$ cat src/rtl/alu_serial_sequencer.sv
// Purpose: bit-serial ALU that evaluates one WIDTH-bit op LSB-first, one bit per clock.
// Latency: start accepted at edge 0, done pulses in the cycle after edge WIDTH (WIDTH+1 cycles start-to-done).
// Backpressure: none queued; start is ignored while busy, accepted in IDLE or in the DONE cycle.
//
// Ports:
//   clk, rst          rising-edge clock, synchronous active-high reset
//   start, a, b, op   request and operands; a/b/op latched on the accepted start
//   busy, done        busy while bits are shifting; done is a one-cycle completion pulse
//   result, cout      last completed result and final carry, held until the next done
//   zero, neg, ovf    flags of the held result; ovf only for add/subtract
module alu_serial_sequencer #(
    parameter int WIDTH = 8
) (
    input  logic             clk,
    input  logic             rst,
    input  logic             start,
    input  logic [WIDTH-1:0] a,
    input  logic [WIDTH-1:0] b,
    input  logic [2:0]       op,
    output logic             busy,
    output logic             done,
    output logic [WIDTH-1:0] result,
    output logic             cout,
    output logic             zero,
    output logic             neg,
    output logic             ovf
);

    localparam int CW = (WIDTH > 2) ? $clog2(WIDTH) : 1;
    localparam logic [CW-1:0] LAST = CW'(WIDTH - 1);

    typedef enum logic [1:0] {
        IDLE  = 2'd0,
        SHIFT = 2'd1,
        DONE  = 2'd2
    } state_t;

    state_t state;
    state_t state_nxt;

    logic             accept;
    logic             last_bit;

    logic [WIDTH-1:0] sh_a;
    logic [WIDTH-1:0] sh_b;
    logic [2:0]       op_q;
    logic             c;
    logic [CW-1:0]    cnt;
    logic [WIDTH-1:0] build;

    logic             b_eff;
    logic             f_bit;
    logic             c_nxt;
    logic [WIDTH-1:0] build_nxt;

    // ---------------------------------------------------------------
    // FSM: state register plus registered busy/done decoded from the
    // next state, so both outputs come straight from flops.
    // ---------------------------------------------------------------
    always_ff @(posedge clk) begin
        if (rst) begin
            state <= IDLE;
            busy  <= 1'b0;
            done  <= 1'b0;
        end else begin
            state <= state_nxt;
            busy  <= (state_nxt == SHIFT);
            done  <= (state_nxt == DONE);
        end
    end

    always_comb begin
        state_nxt = state;
        accept    = 1'b0;
        last_bit  = (state == SHIFT) && (cnt == LAST);
        unique case (state)
            IDLE: begin
                if (start) begin
                    accept    = 1'b1;
                    state_nxt = SHIFT;
                end
            end
            SHIFT: begin
                if (last_bit) begin
                    state_nxt = DONE;
                end
            end
            DONE: begin
                // back-to-back: a start seen in the done cycle is taken here
                if (start) begin
                    accept    = 1'b1;
                    state_nxt = SHIFT;
                end else begin
                    state_nxt = IDLE;
                end
            end
            default: state_nxt = IDLE;
        endcase
    end

    // ---------------------------------------------------------------
    // One-bit slice. For arithmetic, op[0] both inverts B and seeds the
    // carry, giving A + ~B + 1 for subtract. For logic ops the carry
    // flop just keeps holding op[0], which doubles as the invert flag
    // and ends up as cout.
    // ---------------------------------------------------------------
    always_comb begin
        b_eff = sh_b[0] ^ op_q[0];
        f_bit = 1'b0;
        c_nxt = c;
        unique case (op_q[2:1])
            2'b00: begin
                f_bit = sh_a[0] ^ b_eff ^ c;
                c_nxt = (sh_a[0] & b_eff) | (sh_a[0] & c) | (b_eff & c);
            end
            2'b01:   f_bit = sh_a[0] | b_eff;
            2'b10:   f_bit = sh_a[0] & b_eff;
            default: f_bit = op_q[0] ? ~sh_b[0] : ~sh_a[0];
        endcase
        build_nxt = {f_bit, build[WIDTH-1:1]};
    end

    // ---------------------------------------------------------------
    // Datapath. Outputs are written on the edge that processes the last
    // bit, i.e. on entry to DONE; at that edge c still holds the carry
    // into the MSB and c_nxt is the carry out of it.
    // ---------------------------------------------------------------
    always_ff @(posedge clk) begin
        if (rst) begin
            sh_a   <= '0;
            sh_b   <= '0;
            op_q   <= '0;
            c      <= 1'b0;
            cnt    <= '0;
            build  <= '0;
            result <= '0;
            cout   <= 1'b0;
            zero   <= 1'b1;
            neg    <= 1'b0;
            ovf    <= 1'b0;
        end else if (accept) begin
            sh_a  <= a;
            sh_b  <= b;
            op_q  <= op;
            c     <= op[0];
            cnt   <= '0;
            build <= '0;
        end else if (state == SHIFT) begin
            sh_a  <= sh_a >> 1;
            sh_b  <= sh_b >> 1;
            c     <= c_nxt;
            build <= build_nxt;
            cnt   <= cnt + 1'b1;
            if (last_bit) begin
                result <= build_nxt;
                cout   <= c_nxt;
                zero   <= (build_nxt == '0);
                neg    <= build_nxt[WIDTH-1];
                ovf    <= (op_q[2:1] == 2'b00) & (c ^ c_nxt);
            end
        end
    end

endmodule

$ cat config.mk
export PLATFORM = sky130hd
export DESIGN_NAME = alu_serial_sequencer
export DESIGN_NICKNAME = d
export VERILOG_FILES = /design/src/rtl/alu_serial_sequencer.sv
export SDC_FILE = /design/constraint.sdc
export NUM_CORES = 1
export LEC_CHECK = 0
export ABC_AREA = 1
export ABC_CLOCK_PERIOD_IN_PS = 3400
export CAP_MARGIN = 40
export CORE_MARGIN = 2
export CORE_UTILIZATION = 40
export DETAILED_ROUTE_END_ITERATION = 8
export GPL_TIMING_DRIVEN = 0
export PLACE_DENSITY = 0.74
export SYNTH_ARGS = -nofsm -noshare
export SYNTH_HDL_FRONTEND = slang
export SYNTH_SLANG_ARGS = --single-unit
$ cat constraint.sdc
create_clock -name clk -period 3.4 [get_ports clk]
set_clock_uncertainty 0.15 [all_clocks]
set_input_delay 0.34 -clock clk [delete_from_list [all_inputs] [get_ports clk]]
set_output_delay 0.34 -clock clk [all_outputs]
set_load 0.02 [all_outputs]
# Yosys cells after proc, flatten, opt, wreduce, memory -nomap -nowiden
# Index checks and enable logic that the tools add are counted.
[word_totals]
regBits = 47
word_cells = 59
[classes]
n_addsub = 1
reduce_logical = 8
muxes = 15
bitwise_logic = 14
eq_ne = 7
[op_table]
columns = ["op", "count"]
rows = [
  ["$mux W8", 4],
  ["$logic_not A8 Y1", 1],
  ["$mux W1", 7],
  ["$eq A2 B1 Y1 const B", 3],
  ["$eq A2 B2 Y1 const B", 3],
  ["$pmux W2 S3", 1],
  ["$and A1 B1 Y1", 4],
  ["$logic_not A2 Y1", 2],
  ["$mux W2", 2],
  ["$reduce_or A2 Y1", 2],
  ["$xor A1 B1 Y1", 4],
  ["$add A3 B1 Y3 const B", 1],
  ["$eq A3 B3 Y1 const B", 1],
  ["$not A1 Y1", 3],
  ["$or A1 B1 Y1", 3],
  ["$pmux W1 S3", 1],
  ["$reduce_and A3 Y1", 1],
  ["$reduce_bool A2 Y1", 1],
  ["$logic_and A1 B1 Y1", 1],
]

# Depth between registers and ports, before layout
[logic_depth]
ltp_word = 7
mapped_depth = 11
depth_no_buf = 11

# Worst setup path before layout
# OpenSTA, ideal clock, no wires.
[synth_timing]
kind = "register to register"
startpoint = "reg op_q[0]"
endpoint = "reg build[7]"
arrival_ns = 1.279
required_ns = 3.131
n_path_buf = 0
setup_time_ns = 0.119
path_stages_with_launch = 7
path_slack_ns = 1.851
cell_sequence = "dfxtp_1 -> xor2_1 -> fa_1 -> nand2_1 -> nand2_1 -> nand2_1 -> a21oi_1"
[synth_between]
elab_chain_cells = 4
[synth_lines]
columns = ["item", "line", "text"]
rows = [
  ["start: declaration", "46", "logic [2:0] op_q;"],
  ["start signal: assignment", "144", "op_q <= op;"],
  ["$xor A1 B1 Y1", "108", "b_eff = sh_b[0] ^ op_q[0];"],
  ["$xor A1 B1 Y1 (2 in series)", "113", "f_bit = sh_a[0] ^ b_eff ^ c;"],
  ["$pmux W1 S3 (*)", "111", "unique case (op_q[2:1])"],
  ["end signal: assignment", "152", "build <= build_nxt;"],
  ["end: declaration", "49", "logic [WIDTH-1:0] build;"],
]
# Mark *: on every way between the ends. The rest lies on a longest branch, timed or not.
# A chain may end at the register's enable or synchronous reset.

# Worst setup path in the final report
[layout_timing]
startpoint = "reg result[7]"
endpoint = "out result[7]"
[layout_rtl]
columns = ["item", "line", "text"]
rows = [
  ["start: declaration", "22", "output logic [WIDTH-1:0] result,"],
  ["start signal: assignment", "155", "result <= build_nxt;"],
]
# No word-level cell between the ends.

==> impl_metrics.csv <==
group,metric,value,unit
cts,htreeDepth,2,
placement,place_area,2240,um2
setup_path,worst-setup-path-type,"flip-flop to output pin",
routing,drt-initial-drc-count,67,
logic_synthesis,synth_top_family_by_area,"simple AND/OR/NAND/NOR gates",
floorplan,die_area,5150,um2
cts,postCtsSetupBuffers,0,
timing,max_freq,542,MHz
logic_synthesis,post_synth_most_frequent_cells,"82 x nand2_1, 45 x dfxtp_1, 21 x a21oi_1",
logic_synthesis,syn_avg_cell_area,7.78,um2
routing,vias,1612,
setup_path,worstPathMaxFanout,3,
placement,portBuffers,34,
worst_hold_path,min_path_type,"input pin to flip-flop",
logic_synthesis,yosys.area_share.simple,23.3,%
logic_synthesis,yosysMostFrequentCell,"nand2_1",
logic_synthesis,synthCells,236,
setup_path,rr_startpoint,"op_q[0]$_SDFFE_PP0P_",
pwr,power.leakage,0.918,nW
layout,drive_above_1_share,9.03,%
placement,gp_congestion,0.781,
logic_synthesis,yosysTopAreaCell,"dfxtp_1",
logic_synthesis,synth-edff-count,0,
logic_synthesis,synth_fa_ha_area_share,3.81,%
floorplan,core-area,4380,um2
layout,finalNetCount,304,
logic_synthesis,syn_area,1840,um2
logic_synthesis,synth_xor_area_share,0.954,%
global_route,grt_pass1_vias,1533,
global_route,grt_first_pass_wirelength,6.85,mm
floorplan,dieWidth,71.8,um
layout,area_delta_synth_final,26.8,%
setup_path,worstPathRequired,2.91,ns
layout,fill_cells,431,
cts,clk_latency,0.30,ns
routing,avgRoutedWirePerCell,11.6,um
outcome,status,"finished clean",
cts,clkTransAtPathRegs,0.08,ns
run,cap_violations,0,
setup_path,setup.worst_path.end_class,"output pin",
logic_synthesis,yosys_warnings,0,
layout,diodes,0,
layout,ff_latch_area,901,um2
cts,postCtsHoldBufs,0,
logic_synthesis,ys_seq_elements,45,
logic_synthesis,synthArstFlopShare,0,%
logic_synthesis,ys_seq_area_share,49.0,%
floorplan,row_count,24,
layout,multiInputGateArea,798,um2
logic_synthesis,synth_compound_area_share,15.4,%
placement,post-place-ws,1.62,ns
logic_synthesis,synth_mux_area_share,0,%
timing,finalMaxSlewViolations,0,
logic_synthesis,syn-num-nets,263,
timing,period_share,54.3,%
timing,slew_headroom,65.9,%
routing,dr.pass1.iters,4,
logic_synthesis,synth_top_area_share,49.0,%
global_route,grt_max_degree,13,
routing,drt-total-wl,3.80,mm
floorplan,initial_core_util,41.9,%
setup_path,worstPathArrival,1.35,ns
timing,rsz0062_at_grt,"false",
cts,cts_resized,0,
timing,worstMarginPinSlew,0.512,ns
logic_synthesis,ys.flop_type,"dfxtp_1",
pwr,power_density,443,nW/um2
logic_synthesis,synth_cell_types,25,
cts,clockBufferDepth,2,
global_route,grt.total_usage,16.9,%
timing,setup_viol,0,
floorplan,ios,36,
timing,layout_setup_ws,1.56,ns
cts,tritoncts.num_buffers,5,
routing,viasPerCell,4.90,
timing,tns,0,ns
cts,clkSinkCount,45,
worst_hold_path,min_from,"rst",
cts,cts_tree,"yes",
placement,place_hpwl,2.72,mm
global_route,grt_overflow,0,
setup_path,cp-start-kind,"flip-flop",
routing,ant_nets,0,
layout,stdcell_area,2330,um2
routing,drc,0,
cts,cts-root-buf,"clkbuf_8",
setup_path,startpoint,"result[7]$_SDFFE_PP0P_",
global_route,grt_antenna_before_repair,0,
pwr,peakVddDrop,0.000270,V
logic_synthesis,synth_area_leaders,"dfxtp_1 49%, nand2_1 17%, a21oi_1 5.7%",
timing,hold_viol,0,
timing,finalCriticalPeriod,1.84,ns
floorplan,die_y,71.8,um
[per-layer routing]
layer,wire (um),part of all wire (%),global-route usage (%),vias to the layer above
li1,-,-,-,842
met1,1760,46,21.8,739
met2,1810,48,27.4,26
met3,166,4.4,4.08,5
met4,61,1.6,6.92,0
met5,0,0,0,-
[cell type report]
class | instances | area share [%]
Buffer | 10 | 2.96
Clock buffer | 7 | 3.71
Timing Repair Buffer | 34 | 14.6
Inverter | 18 | 2.96
Tap cell | 52 | 2.79
Multi-Input combinational cell | 163 | 34.3
Sequential cell | 45 | 38.7
[cells by family (layout without fill, tap and decap cells)]
kind of cell,Yosys count,after routing
AOI/OAI and AO/OA,52,52
xor gates and xnor gates,2,2
adders and majority gates,5,5
buffers and inverters,28,69
DFF,45,45
and+or+nand+nor,104,104
[power breakdown]
part	switching, mW	internal (mW)	total, mW
sequential	0.0159	0.551	0.567
combinational	0.0765	0.0589	0.135
clock	0.169	0.161	0.330
[sequential cells by signal (all words and copies together), names as in the netlist, 2 cells and up]
| register | cells |
|---|---|
| result | 8 |
| sh_a | 8 |
| sh_b | 8 |
| build | 7 |
| cnt | 3 |
| op_q | 3 |
| state | 2 |
[worst paths after layout]
check,depth (start not counted),endpoint,slack [ns]
hold reg to reg,2,sh_b[7]$_SDFFE_PP0P_,0.31
setup / recovery,2,result[7],1.56
setup reg to reg,6,build[7]$_SDFFE_PP0P_,1.70
hold / removal,2,sh_a[1]$_SDFFE_PP0P_,0.21
[critical path: stages, from the launching register on]
cell and delay, ns:
dfxtp_1 0.36, buf_4 0.11, clkdlybuf4s50_1 0.58
[placed cells by master (no fill, tap or decap), types with 4 or more instances in the layout]
cell | Yosys | final
clkbuf_8 | 0 | 6
nand3_1 | 5 | 5
a21oi_1 | 21 | 21
clkdlybuf4s50_1 | 0 | 34
nor2_1 | 10 | 10
dfxtp_1 | 45 | 45
inv_1 | 14 | 14
nand2_1 | 82 | 82
ha_1 | 4 | 4
a31oi_1 | 14 | 14
o21ai_0 | 14 | 14
buf_2 | 4 | 4
[through the flow]
stage                     total power [mW]  std cells  utilization, %  hold WS (ns)
final                                 1.03        329            53.1         0.207
after CTS                             1.04        329            53.1         0.197
after floorplan                      0.663        236               -         0.289
after detailed placement             0.715        322            51.1         0.300
after global routing                  1.09        329            53.1         0.231
after global placement               0.712        322            51.1         0.298
(Power assumes the default switching activity.)
